## src/rtl/rf_arb_pkg.sv

```systemverilog
// Shared types and constants for the register-file writeback arbiter.
// Used by the top-level arbiter and the busy scoreboard.
package rf_arb_pkg;

    localparam int REG_CNT = 32;
    localparam int REG_AW  = 5;

    localparam logic [REG_AW-1:0] RD_ZERO = 5'd0;

    typedef enum logic {
        SRC_ALU = 1'b0,
        SRC_LD  = 1'b1
    } wb_src_e;

    typedef struct packed {
        logic        vld;
        wb_src_e     src;
        logic [4:0]  rd;
    } wb_req_t;

endpackage

```

## src/rtl/rf_scoreboard.sv

```systemverilog
// Busy scoreboard for registers with an outstanding load.
// Provides the issue-ready lookup and the decode-stage stall.
module rf_scoreboard
    import rf_arb_pkg::*;
(
    input  logic               clk,
    input  logic               res,
    input  logic               set_valid,
    input  logic [REG_AW-1:0]  set_rd,
    input  logic               clr_en,
    input  logic [REG_AW-1:0]  clr_rd,
    input  logic [REG_AW-1:0]  rs1_addr,
    input  logic [REG_AW-1:0]  rs2_addr,
    input  logic [REG_AW-1:0]  rd_addr,
    output logic               set_ready,
    output logic               stall,
    output logic [REG_CNT-1:0] busy_vec
);

    // x0 has no storage so its busy bit is a hard zero
    logic [REG_CNT-1:1] busy_r;
    logic               clr_hit_s;
    logic               set_fire_s;
    logic [REG_CNT-1:0] set_mask_s;
    logic [REG_CNT-1:0] clr_mask_s;
    logic [REG_CNT-1:0] busy_next_s;

    assign busy_vec = {busy_r, 1'b0};
    assign stall    = busy_vec[rs1_addr] | busy_vec[rs2_addr] | busy_vec[rd_addr];

    // Issue lookup; refuse a register whose clear is landing this cycle
    always_comb begin
        clr_hit_s = clr_en & (clr_rd == set_rd);
        if (res) begin
            set_ready = 1'b0;
        end else if (set_rd == RD_ZERO) begin
            set_ready = 1'b1;
        end else begin
            set_ready = ~busy_vec[set_rd] & ~clr_hit_s;
        end
        set_fire_s = set_valid & set_ready & (set_rd != RD_ZERO);
    end

    // Next busy vector: clear applied first, then set, so set wins
    always_comb begin
        set_mask_s  = set_fire_s ? (32'd1 << set_rd) : 32'd0;
        clr_mask_s  = clr_en     ? (32'd1 << clr_rd) : 32'd0;
        busy_next_s = (busy_vec & ~clr_mask_s) | set_mask_s;
    end

    // Busy state register
    always_ff @(posedge clk) begin
        if (res) begin
            busy_r <= {(REG_CNT-1){1'b0}};
        end else begin
            busy_r <= busy_next_s[REG_CNT-1:1];
        end
    end

endmodule

```

## src/rtl/rf_wb_arbiter.sv

```systemverilog
// Arbitrates the register file's single write port between ALU writeback and load return,
// with starvation protection for loads and a registered write stage.
module rf_wb_arbiter
    import rf_arb_pkg::*;
#(
    parameter int XLEN       = 32,
    parameter int STARVE_MAX = 3
)
(
    input  logic               clk,
    input  logic               res,
    input  logic               alu_valid,
    output logic               alu_ready,
    input  logic [4:0]         alu_rd,
    input  logic [XLEN-1:0]    alu_data,
    input  logic               ld_valid,
    output logic               ld_ready,
    input  logic [4:0]         ld_rd,
    input  logic [XLEN-1:0]    ld_data,
    input  logic               ld_issue_valid,
    input  logic [4:0]         ld_issue_rd,
    output logic               ld_issue_ready,
    input  logic [4:0]         dec_rs1_addr,
    input  logic [4:0]         dec_rs2_addr,
    input  logic [4:0]         dec_rd_addr,
    output logic               dec_stall,
    output logic               rf_wr_en,
    output logic [4:0]         rf_rd_addr,
    output logic [XLEN-1:0]    rf_wr_data,
    output logic [31:0]        busy_vec
);

    localparam int              CNT_W      = $clog2(STARVE_MAX + 1);
    localparam logic [CNT_W-1:0] STARVE_LIM = CNT_W'(STARVE_MAX);
    localparam logic [CNT_W-1:0] CNT_ONE    = CNT_W'(1);
    localparam logic [CNT_W-1:0] CNT_ZERO   = CNT_W'(0);

    logic             alu_req_s;
    logic             ld_req_s;
    logic             force_s;
    logic             alu_grant_s;
    logic             ld_grant_s;
    logic [CNT_W-1:0] starve_r;
    logic [CNT_W-1:0] starve_next_s;
    wb_req_t          wb_r;
    wb_req_t          wb_next_s;
    logic [XLEN-1:0]  data_r;
    logic [XLEN-1:0]  data_next_s;
    logic             clr_en_s;

    // Arbitration: ALU has priority unless the load has lost STARVE_MAX times in a row
    always_comb begin
        alu_req_s = alu_valid & (alu_rd != RD_ZERO);
        ld_req_s  = ld_valid & (ld_rd != RD_ZERO);
        force_s   = ld_req_s & (starve_r == STARVE_LIM);
        if (res) begin
            alu_ready = 1'b0;
            ld_ready  = 1'b0;
        end else begin
            alu_ready = (alu_rd == RD_ZERO) | ~force_s;
            ld_ready  = (ld_rd == RD_ZERO) | ~alu_req_s | force_s;
        end
        alu_grant_s = alu_req_s & alu_ready;
        ld_grant_s  = ld_req_s & ld_ready;
    end

    // Starvation counter: saturating count of consecutive lost load arbitrations
    always_comb begin
        starve_next_s = starve_r;
        if (~ld_req_s | ld_grant_s) begin
            starve_next_s = CNT_ZERO;
        end else if (starve_r != STARVE_LIM) begin
            starve_next_s = starve_r + CNT_ONE;
        end else begin
            starve_next_s = starve_r;
        end
    end

    // Next write-stage contents; address and data hold when nothing is granted
    always_comb begin
        wb_next_s.vld = 1'b0;
        wb_next_s.src = wb_r.src;
        wb_next_s.rd  = wb_r.rd;
        data_next_s   = data_r;
        if (alu_grant_s) begin
            wb_next_s.vld = 1'b1;
            wb_next_s.src = SRC_ALU;
            wb_next_s.rd  = alu_rd;
            data_next_s   = alu_data;
        end else if (ld_grant_s) begin
            wb_next_s.vld = 1'b1;
            wb_next_s.src = SRC_LD;
            wb_next_s.rd  = ld_rd;
            data_next_s   = ld_data;
        end else begin
            wb_next_s.vld = 1'b0;
        end
    end

    // Write stage and starvation counter registers
    always_ff @(posedge clk) begin
        if (res) begin
            wb_r.vld <= 1'b0;
            wb_r.src <= SRC_ALU;
            wb_r.rd  <= RD_ZERO;
            data_r   <= {XLEN{1'b0}};
            starve_r <= CNT_ZERO;
        end else begin
            wb_r     <= wb_next_s;
            data_r   <= data_next_s;
            starve_r <= starve_next_s;
        end
    end

    assign rf_wr_en   = wb_r.vld;
    assign rf_rd_addr = wb_r.rd;
    assign rf_wr_data = data_r;

    // A load-sourced write retires its busy bit on the same edge the RF is written
    assign clr_en_s = wb_r.vld & (wb_r.src == SRC_LD);

    rf_scoreboard u_scoreboard (
        .clk       (clk),
        .res       (res),
        .set_valid (ld_issue_valid),
        .set_rd    (ld_issue_rd),
        .clr_en    (clr_en_s),
        .clr_rd    (wb_r.rd),
        .rs1_addr  (dec_rs1_addr),
        .rs2_addr  (dec_rs2_addr),
        .rd_addr   (dec_rd_addr),
        .set_ready (ld_issue_ready),
        .stall     (dec_stall),
        .busy_vec  (busy_vec)
    );

endmodule
```

## config.mk

```make
export PLATFORM = sky130hd
export DESIGN_NAME = rf_wb_arbiter
export DESIGN_NICKNAME = d
export VERILOG_FILES = /design/src/rtl/rf_arb_pkg.sv /design/src/rtl/rf_scoreboard.sv /design/src/rtl/rf_wb_arbiter.sv
export SDC_FILE = /design/constraint.sdc
export NUM_CORES = 1
export LEC_CHECK = 0
export BUFFER_PORTS_ARGS = -buffer_cell sky130_fd_sc_hd__buf_2
export CELL_PAD_IN_SITES_DETAIL_PLACEMENT = 0
export CELL_PAD_IN_SITES_GLOBAL_PLACEMENT = 1
export CORE_MARGIN = 2
export CORE_UTILIZATION = 33
export DETAILED_ROUTE_END_ITERATION = 6
export HOLD_SLACK_MARGIN = 0.03
export PLACE_DENSITY_LB_ADDON = 0.1
export SETUP_SLACK_MARGIN = 0.2
export SYNTH_ARGS = -nofsm -noshare
export SYNTH_HDL_FRONTEND = slang
export SYNTH_SLANG_ARGS = --single-unit
```

## constraint.sdc

```tcl
create_clock -name clk -period 1.7 [get_ports clk]
set_input_delay 0.085 -clock clk [delete_from_list [all_inputs] [get_ports clk]]
set_output_delay 0.085 -clock clk [all_outputs]
set_load 0.03 [all_outputs]
```

==> impl_results.md, run 1 <==
* Num CTS Buffers at 9
* Routed Antenna Nets at 0
* Crit path time final at 2130 ps
* Post-synth EDFFs at 0
* Clock latency on the worst-skew pair at 340 ps
* Critical Path Fanout Max at 5
* Slew headroom at 0.457
* WP data arrival at 2050 ps
* Req. time, crit path at 1620 ps
* H-tree levels at 3
* Nets at 858
* CORE AREA at 13,100 um^2
* Root Buffer: clkbuf_16
* Initial antenna violation count at 0
* Hold/Removal Path Class: primary input to flop
* Ports at 173
* Most used DFF post-synth: dfxtp_1
* Yosys reg bits at 72
* Launching element type of the critical path: flop
* CTS tree: yes
* Cell Rows at 42
* DP Wirelength at 12,200 um
* Post-synthesis area per instance at 9.45 um^2
* First-pass GRT wire length at 25,400 um
* Min-delay src: alu_data[1]
* Fill cells at 1,167
* Area growth syn-to-layout at 78.1%
* Share of cells above drive strength 1 at 0.583
* Leak at 3.34 nW
* Drt via density at 5.32
* Synth Warn # at 0
* Net count after synthesis at 566
* Via count of the routed design at 4,994
* Clk buf depth at 2
* Pin count of the biggest net entering global routing at 43
* GRT Residual Overflow at 0
* Mapped Area at 4400 um^2
* Fin area at 7850 um^2
* Worst-margin pin slew at 807 ps
* Final setup skew at 6.55 ps
* FMAX at 0.469 GHz
* Worst setup margin at -433 ps
* PortBufs at 171
* Max-Cap Viols at 0
* Drt wl/cell at 18.4 um
* Peak supply drop at 551 uV
* Post-synth cell types at 50
* Die area at 14,300 um^2
* Starting Density at 0.335
* Initial DRC Count at 249
* Worst Setup End Kind: output pin
* Drt drc at 0
* Die height at 120 um
* Status: finished with violations
* Reg clk slew, reported paths at 60 ps
* Inserted Diodes at 0
* Number of global-route vias before repair at 4,997
* Setup CP Type: flop to output pin
* CP Launch Point: u_scoreboard.busy_r[27]
* Sequential area share after synthesis at 0.327
* Area after DPL at 6140 um^2
* Asr flop ratio synth at 0
* Fin Hold WS at 27.4 ps
* GP Congestion at 0.893
* All-Layer GR Usage at 0.225
* Syn Inst Count at 466
* CTS Sinks at 72
* PwrDens at 671 nW/um^2
* Failing checks: setup timing
* Setup Viol. Count Final at 18
* Finished Core Util at 0.597
* Drt total wl at 17,300 um
* RSZ-0062 raised after global routing: true
* Max Slew Vio Count at 0
* Fin crit share at 1.25
* Die width at 120 um
* Worst R2R Start: u_scoreboard.busy_r[31]
* Pre-Repair DR Iteration Count at 4
* Final hold vios at 0
layer usage:
| layer | vias up | part of all wire | track usage |
|---|---|---|---|
| li1 | 2378 | - | - |
| met1 | 2437 | 0.42 | 0.274 |
| met2 | 157 | 0.51 | 0.392 |
| met3 | 22 | 0.051 | 0.0485 |
| met4 | 0 | 0.018 | 0.0779 |
| met5 | - | 0 | 0 |
per-stage QoR:
step	setup TNS [ps]	std cells	total power (W)	setup slack [ps]
after floorplan	-864	466	0.00248	-173
after global placement	-5590	856	0.00284	-233
after detailed placement	-5970	856	0.00285	-242
after CTS	-5190	918	0.00511	-453
after global routing	-6620	939	0.00545	-526
final	-5700	939	0.00526	-433
worst paths after layout:
path	to	depth (start not counted)	slack, ps
worst max-delay path	dec_stall	6	-430
worst min register to register	u_scoreboard.busy_r[5]	2	510
worst max register to register	u_scoreboard.busy_r[23]	8	-360
worst min-delay path	rf_wr_data[1]	3	30
critical path, stage by stage (launching register included):
cell and delay [ps]:
dfxtp_2 360, mux4_2 480, mux2i_1 140, nor3b_1 70
a2111oi_2 350, nand3_1 140, buf_6 160
power by group:
| group | leakage, nW | internal, W | switching [W] |
|---|---|---|---|
| Clock | 0.163 | 0.00137 | 0.000747 |
| Combinational | 2.57 | 0.000616 | 0.000712 |
| Sequential | 0.609 | 0.00176 | 0.0000604 |
cell type report:
| type | count | area (um^2) | area share |
|---|---|---|---|
| clock buffer | 12 | 256 | 0.0327 |
| clock inverter | 4 | 75.1 | 0.00957 |
| inverter | 8 | 30.0 | 0.00383 |
| multi-input combinational | 341 | 3360 | 0.428 |
| sequential | 72 | 1500 | 0.191 |
| tap | 176 | 220 | 0.0281 |
| timing repair buffer | 326 | 2400 | 0.307 |
synthesized netlist by cell type (2+ instances only):
master,number,area share
and3_1,3,0.0043
inv_1,7,0.0060
a2111oi_0,2,0.0040
buf_6,3,0.0077
o21ai_0,7,0.0080
o32ai_1,2,0.0040
nor2_1,47,0.040
nand2b_1,3,0.0043
a211oi_1,30,0.051
o21ai_1,9,0.010
nor3b_1,7,0.012
o31ai_1,14,0.024
o211ai_1,19,0.032
o2bb2ai_1,12,0.024
nor4_1,3,0.0043
nand4_1,4,0.0057
buf_4,9,0.015
a21oi_1,7,0.0080
xor2_1,5,0.0099
nand2_1,28,0.024
clkbuf_1,24,0.020
nand3b_1,7,0.012
a22oi_1,12,0.020
nand3_1,22,0.025
nor3_1,8,0.0091
buf_1,2,0.0017
dfxtp_1,72,0.33
buf_2,7,0.0080
mux4_2,25,0.13
mux2i_1,46,0.10
cells in the final DEF (no fill, tap or decap), types with 7 or more instances in the layout:
master,synthesis,routed
buf_2,7,165
buf_4,9,91
nor2_1,47,43
dfxtp_1,72,42
dlygate4sd3_1,0,39
mux2i_1,46,35
nand2_1,28,27
mux4_2,25,25
dfxtp_2,0,21
nand3_1,22,20
o211ai_1,19,19
a211oi_2,0,17
buf_6,3,16
clkbuf_16,0,15
o21ai_1,9,13
a211oi_1,30,12
a22oi_2,0,12
o31ai_4,0,10
dfxtp_4,0,9
nor3_1,8,8
o2bb2ai_1,12,8
buf_12,0,8
inv_1,7,7
mux2i_2,0,7
nand3b_1,7,7
nor3b_1,7,7
cells by family (layout without fill, tap and decap cells):
kind of cell | count (synthesis) | in the layout | share of synthesized area
DFF | 72 | 72 | 0.327
buffers and inverters | 53 | 350 | 0.0599
and+or+nand+nor | 139 | 139 | 0.152
AOI/OAI and AO/OA | 123 | 123 | 0.213
muxes | 71 | 71 | 0.232
other | 1 | 1 | 0.000851
adders and majority gates | 1 | 1 | 0.00284
xor gates and xnor gates | 6 | 6 | 0.0119
registers in the layout (all words and copies together), names as in the netlist:
name,flops
u_scoreboard.busy_r,31
starve_r,2
rf_wr_en,1
wb_r,1
rf_rd_addr,5
rf_wr_data,32
what timing repair did:
item / in CTS / in global routing
buffers inserted: 7 / 14
pin swaps: 31 / 35
hold buffers: 39 / 0
hold endpoints to repair: 29 / 0
resized for setup: 59 / 72
gates cloned: 0 / 7
setup endpoints to repair: 47 / 67
No activity file was read; power rests on OpenSTA's default activity.
==> run 2: changes to the inputs <==
- ABC_AREA: unset -> 1
- CORE_UTILIZATION: 33 -> 32
- SYNTH_HIERARCHICAL: unset -> 1
==> run 2 against run 1 <==
Compared with the run above: the flow still finishes with violations (setup timing); total power fell by 1.7%; critical path depth up 4; clock skew rose by 5.2 ps; routed wire length grew 29%; synthesized cell count rose by 86%; design area down 0.73%; sequential cell count unchanged; critical path type unchanged.
==> impl_results.md, run 2 <==
* Status: finished with violations (unchanged)
* Failing checks: setup timing (unchanged)
* Yosys reg bits at 72 (unchanged)
* Most used DFF post-synth: dfxtp_1 (unchanged)
* Leak at 3.54 nW (was 3.34 nW)
* Num CTS Buffers at 9 (unchanged)
* Peak supply drop at 486 uV (was 551 uV)
* NetSw at 0.00162 W (was 0.00152 W)
* Pre-Repair DR Iteration Count at 4 (unchanged)
* Worst R2R Start: u_scoreboard/busy_r[4] (was u_scoreboard.busy_r[31])
* WL met1 at 9410 um (was 7300 um)
* Max reg flops at 32 (unchanged)
* Die height at 135 um (was 120 um)
* Drt total wl at 22,200 um (was 17,300 um)
* Post-synth cell types at 41 (was 50)
* Setup CP Type: flop to output pin (unchanged)
* Top sig layer: met4 (unchanged)
* Launching element type of the critical path: flop (unchanged)
* Final setup skew at 11.7 ps (was 6.55 ps)
* Fill cells at 1,759 (was 1,167)
* Area share of the largest cell type after synthesis at 0.262 (was 0.327)
* Synth Warn # at 6 (was 0)
* Drt drc at 0 (unchanged)
* Syn Inst Count at 868 (was 466)
* Max Slew Vio Count at 0 (unchanged)
* Hold/Removal Path Class: primary input to flop (unchanged)
* Routed wl met3 at 1770 um (was 886 um)
* R2R Setup Slk at 20 ps (was -360 ps)
* Top-count cell post-synth: nor2_1 (was dfxtp_1)
* Pwr Total at 0.00517 W (was 0.00526 W)
* Mapped Area at 5510 um^2 (was 4400 um^2)
* Final hold vios at 0 (unchanged)
* Min-delay src: ld_data[29] (was alu_data[1])
* CTS tree: yes (unchanged)
* Most frequent cells in the layout: 167 x buf_2, 148 x nor2_1, 111 x nand2_1 (was 165 x buf_2, 91 x buf_4, 43 x nor2_1)
* Pin count of the biggest net entering global routing at 41 (was 43)
* Initial antenna violation count at 0 (unchanged)
* H-tree levels at 3 (unchanged)
* Worst Setup End Kind: output pin (unchanged)
* PwrDens at 664 nW/um^2 (was 671 nW/um^2)
* Routed Antenna Nets at 0 (unchanged)
* Sequential area share after synthesis at 0.262 (was 0.327)
* First-pass GRT wire length at 33,700 um (was 25,400 um)
* Post-synthesis area per instance at 6.35 um^2 (was 9.45 um^2)
* Clock share of power at 0.395 (was 0.402)
* Via count of the routed design at 6,661 (was 4,994)
* Number of global-route vias before repair at 6,152 (was 4,997)
* Nets at 1,181 (was 858)
* Req. time, crit path at 1620 ps (about the same)
* Die area at 18,300 um^2 (was 14,300 um^2)
* Initial DRC Count at 438 (was 249)
* PortBufs at 171 (unchanged)
* Die width at 135 um (was 120 um)
* RSZ-0062 raised after global routing: true (unchanged)
* Met2 wire len at 10,200 um (was 8770 um)
* Net count after synthesis at 968 (was 566)
* Cell Rows at 47 (was 42)
* Commonest cells in the netlist: 149 x nor2_1, 119 x nand2_1, 81 x o21ai_0, 79 x inv_1, 72 x dfxtp_1 (was 72 x dfxtp_1, 47 x nor2_1, 46 x mux2i_1, 30 x a211oi_1, 28 x nand2_1)
* CTS Sinks at 72 (unchanged)
* Drt via density at 5.10 (was 5.32)
* FMAX at 0.551 GHz (was 0.469 GHz)
* Post-synth EDFFs at 0 (unchanged)
* Worst-margin pin slew at 620 ps (was 807 ps)
* Commonest non-fill, non-tap cell in the layout: buf_2 (unchanged)
* Placed insts at 1,265 (was 856)
* Synth area leader: dfxtp_1 (unchanged)
* WP data arrival at 1730 ps (was 2050 ps)
* Drt wl/cell at 17.0 um (was 18.4 um)
* Fin crit share at 1.07 (was 1.25)
* Max-Cap Viols at 0 (unchanged)
* All-Layer GR Usage at 0.237 (was 0.225)
* Ports at 173 (unchanged)
* Fin cells at 1,306 (was 939)
* GP Congestion at 0.892 (was 0.893)
* Inserted Diodes at 0 (unchanged)
* Area growth syn-to-layout at 41.4% (was 78.1%)
* Critical Path Fanout Max at 4 (was 5)
* DP Wirelength at 16,000 um (was 12,200 um)
* Root Buffer: clkbuf_16 (unchanged)
* Asr flop ratio synth at 0 (unchanged)
* Slew headroom at 0.586 (was 0.457)
* CP Launch Point: u_scoreboard/busy_r[20] (was u_scoreboard.busy_r[27])
* Clk buf depth at 2 (unchanged)
* Main area contributors after synthesis: dfxtp_1 26%, nor2_1 10%, nand2_1 8.1% (was dfxtp_1 33%, mux4_2 13%, mux2i_1 10%)
* Worst setup margin at -114 ps (was -433 ps)
* Starting Density at 0.330 (was 0.335)
* Crit path time final at 1810 ps (was 2130 ps)
* CORE AREA at 16,700 um^2 (was 13,100 um^2)
* Sequential share of power at 0.344 (was 0.345)
* GRT Residual Overflow at 0 (unchanged)
* Int Pwr at 0.00355 W (was 0.00374 W)
* Gate power share at 0.262 (was 0.252)
* Setup Viol. Count Final at 2 (was 18)
* Switching Share at 0.314 (was 0.289)
* Share of cells above drive strength 1 at 0.383 (was 0.583)
* Clock latency on the worst-skew pair at 340 ps (about the same)
* Reg clk slew, reported paths at 60 ps (about the same)
* Setup TNS at -176 ps (was -5700 ps)
-- run 2: worst max-delay path, stage by stage, from the launching register on --
cell and delay, ps:
dfxtp_2 340, buf_4 170, nor2_2 100, o22ai_1 80
nand2_1 80, nand2_2 50, a21boi_2 110, o21ai_1 70
o21ai_1 120, nand3_1 120, buf_6 150
-- run 2: cell type report --
class	instances	area, um^2	share of cell area
clock buffer	10	229	0.0294
clock inverter	6	83.8	0.0108
inverter	87	327	0.0419
multi-input combinational	643	3430	0.441
sequential	72	1530	0.196
tap	220	275	0.0353
timing repair buffer	268	1920	0.246
-- run 2: power groups by stage --
stage	Combinational [W]	Clock (W)	Sequential, W
3_5_place_dp	0.00117	0	0.00183
2_1_floorplan	0.000678	0	0.00194
5_1_grt	0.00148	0.00214	0.00178
3_3_place_gp	0.00119	0	0.00183
6_report	0.00135	0.00204	0.00178
4_1_cts	0.00125	0.00210	0.00179
-- run 2: repair_timing --
| action | 4_1_cts | 5_1_grt |
|---|---|---|
| setup buffers | 9 | 8 |
| endpoints found under the setup margin | 70 | 56 |
| pin swaps | 28 | 24 |
| cloned | 3 | 6 |
| resized for setup | 69 | 50 |
| hold buffers | 0 | 0 |
-- run 2: path summary, 6_finish.rpt --
check	endpoint	cells past startpoint
hold / removal	rf_wr_data[29]	5
hold reg to reg	wb_r[5]	2
setup / recovery	dec_stall	10
setup reg to reg	u_scoreboard/busy_r[5]	13
-- run 2: cells by family (layout without fill, tap and decap cells) --
group                      after synthesis  count (layout)  share of synthesized area
adders and majority gates                1               1                    0.00227
AOI/OAI and AO/OA                      162             162                      0.160
xor gates and xnor gates                 2               2                    0.00318
other                                    1               1                   0.000681
DFF                                     72              72                      0.262
muxes                                    1               1                    0.00182
and+or+nand+nor                        476             476                      0.431
buffers and inverters                  153             371                      0.140
-- run 2: routing by layer --
| metal | global-route usage | vias to the layer above |
|---|---|---|
| li1 | - | 3343 |
| met1 | 0.309 | 2973 |
| met2 | 0.371 | 300 |
| met3 | 0.0468 | 45 |
| met4 | 0.122 | 0 |
| met5 | 0 | - |
-- run 2: per-stage QoR --
stage                     hold WS [ps]  worst slack, ps  instance area [um^2]   util
after floorplan                    147              201                  5540      -
after global placement             427             19.5                  6830  0.409
after detailed placement           428             17.1                  6830  0.409
after CTS                         70.0             -101                  7440  0.445
after global routing               111             -261                  7790  0.466
final                             84.8             -114                  7790  0.466
==> run 3: changes to the inputs <==
- GPL_TIMING_DRIVEN: unset -> 0
==> run 3 against run 2 <==
Compared with the run above: the run still ends with setup timing left; design area grew 0.69%; routed wire length rose by 2.1%; global-route usage shrank 0.056 points; cell count rose by 0.15%; clock-buffer cell count decreased by 1; critical path depth is 2 higher; maximum frequency is 1.5% lower; via count grew 2.0%; sequential power about the same; critical path type unchanged.
==> impl_results.md, run 3 (same netlist as run 2, synthesis figures left out) <==
* Status: finished with violations (unchanged)
* Failing checks: setup timing (unchanged)
* Inserted Diodes at 0 (unchanged)
* Initial DRC Count at 427 (was 438)
* Fin crit share at 1.08 (was 1.07)
* Pre-Repair DR Iteration Count at 5 (was 4)
* Drt wl/cell at 17.3 um (was 17.0 um)
* PwrDens at 644 nW/um^2 (was 664 nW/um^2)
* Switching Share at 0.332 (was 0.314)
* Worst setup margin at -141 ps (was -114 ps)
* GP Congestion at 0.903 (was 0.892)
* Ports at 173 (unchanged)
* Slew headroom at 0.607 (was 0.586)
* Multi-input logic area at 3660 um^2 (was 3430 um^2)
* GRT Residual Overflow at 0 (unchanged)
* Area growth syn-to-layout at 42.3% (was 41.4%)
* Routed Antenna Nets at 0 (unchanged)
* Max Slew Vio Count at 0 (unchanged)
* Die width at 135 um (unchanged)
* Max reg flops at 32 (unchanged)
* DP Wirelength at 16,200 um (was 16,000 um)
* Share of cells above drive strength 1 at 0.388 (was 0.383)
* Pre-CTS WS at -131 ps (was 17.1 ps)
* Max-Cap Viols at 0 (unchanged)
* Nets at 1,183 (was 1,181)
* H-tree levels at 3 (unchanged)
* CORE AREA at 16,700 um^2 (unchanged)
* Number of global-route vias before repair at 6,074 (was 6,152)
* Crit path time final at 1840 ps (was 1810 ps)
* RSZ-0062 raised after global routing: true (unchanged)
* Reg clk slew, reported paths at 60 ps (about the same)
* Int Pwr at 0.00338 W (was 0.00355 W)
* Root Buffer: clkbuf_16 (unchanged)
* Commonest non-fill, non-tap cell in the layout: buf_2 (unchanged)
* Setup TNS at -611 ps (was -176 ps)
* PortBufs at 165 (was 171)
* Hold-fix buffers, CTS at 0 (unchanged)
* Gate power share at 0.277 (was 0.262)
* All-Layer GR Usage at 0.236 (was 0.237)
* Worst-margin pin slew at 589 ps (was 620 ps)
* Launching element type of the critical path: flop (unchanged)
* Critical Path Fanout Max at 3 (was 4)
* Pin count of the biggest net entering global routing at 13 (was 41)
* Worst Setup End Kind: output pin (unchanged)
* Fill cells at 1,829 (was 1,759)
* Starting Density at 0.330 (unchanged)
* CTS Sinks at 72 (unchanged)
* Die height at 135 um (unchanged)
* Pwr Total at 0.00505 W (was 0.00517 W)
* Via count of the routed design at 6,797 (was 6,661)
* Drt total wl at 22,700 um (was 22,200 um)
* Most frequent cells in the layout: 176 x buf_2, 127 x nor2_1, 117 x nand2_1 (was 167 x buf_2, 148 x nor2_1, 111 x nand2_1)
* Cell Rows at 47 (unchanged)
* Hold/Removal Path Class: primary input to flop (unchanged)
* First-pass GRT wire length at 33,200 um (was 33,700 um)
* Clock latency on the worst-skew pair at 340 ps (about the same)
* Final hold vios at 0 (unchanged)
* Peak supply drop at 463 uV (was 486 uV)
* WP data arrival at 1760 ps (was 1730 ps)
* Drt via density at 5.20 (was 5.10)
* Final setup skew at 4.48 ps (was 11.7 ps)
* Clock share of power at 0.372 (was 0.395)
* Die area at 18,300 um^2 (unchanged)
* Req. time, crit path at 1620 ps (about the same)
* CTS tree: yes (unchanged)
* Sequential share of power at 0.352 (was 0.344)
* Setup CP Type: flop to output pin (unchanged)
* Clk buf depth at 2 (unchanged)
* Sequential Area at 1550 um^2 (was 1530 um^2)
* FMAX at 0.543 GHz (was 0.551 GHz)
* Drt drc at 0 (unchanged)
* Num CTS Buffers at 9 (unchanged)
* NetSw at 0.00168 W (was 0.00162 W)
* Setup Viol. Count Final at 18 (was 2)
* Initial antenna violation count at 0 (unchanged)
* Leak at 3.44 nW (was 3.54 nW)
==> run 3: cell types whose count changed in the layout (fill, tap and decap cells not counted), sizes merged <==
| cell | before | now |
|---|---|---|
| clkinvlp | 0 | 1 |
| buf | 262 | 243 |
| nand2 | 126 | 127 |
| bufinv | 2 | 1 |
| clkinv | 6 | 7 |
| clkbuf | 16 | 35 |
==> run 3: cell type report <==
type | count | share of cell area
buffer | 66 | 0.0643
clock buffer | 9 | 0.0287
clock inverter | 7 | 0.00798
inverter | 87 | 0.0420
multi-input combinational | 644 | 0.467
sequential | 72 | 0.198
tap | 220 | 0.0351
timing repair buffer | 203 | 0.157
==> run 3: power by group through the flow <==
stage | registers, W | logic (W) | clock network [W]
6_report | 0.00178 | 0.00140 | 0.00188
3_3_place_gp | 0.00184 | 0.00117 | 0
2_1_floorplan | 0.00194 | 0.000678 | 0
4_1_cts | 0.00178 | 0.00122 | 0.00193
3_5_place_dp | 0.00184 | 0.00117 | 0
5_1_grt | 0.00178 | 0.00152 | 0.00201
==> run 3: final timing paths <==
check                               start                 endpoint  slack (ps)  cells after the start
hold reg to reg                   wb_r[5]                  wb_r[5]         470                      2
setup / recovery   u_scoreboard/busy_r[8]           ld_issue_ready        -140                     12
setup reg to reg  u_scoreboard/busy_r[16]  u_scoreboard/busy_r[14]         -60                     12
hold / removal                ld_data[16]           rf_wr_data[16]          70                      5
==> run 3: worst max-delay path, cell delays in order (launching register included) <==
cell     delay [ps]
dfxtp_4         380
inv_4            50
o21ai_2         110
nand2_1          60
nand3_1          70
nand2_1          60
nand2_1          70
nand3_2         100
nand2_2         100
nand2_4          50
buf_6           110
and2_4          120
buf_6           130
==> run 3: per-stage QoR <==
stage	instances	hold slack [ps]	cell area (um^2)	utilization
floorplan	868	147	5540	-
global placement	1253	429	6640	0.398
detailed placement	1253	431	6640	0.398
CTS	1291	70.9	7270	0.435
global route	1308	97.9	7840	0.470
finish	1308	71.9	7840	0.470
==> run 3: timing repair <==
item | CTS | global route
setup endpoints to repair | 65 | 64
buffers inserted | 22 | 13
resized for setup | 85 | 102
cloned | 0 | 4
pin swaps | 17 | 38
endpoints found under the hold margin | 0 | 0
==> run 3: routing by layer <==
layer | global-route usage | vias up | part of all wire
met5 | 0 | - | 0
met1 | 0.312 | 3113 | 0.44
li1 | - | 3364 | -
met3 | 0.0479 | 38 | 0.079
met4 | 0.101 | 0 | 0.030
met2 | 0.375 | 282 | 0.46
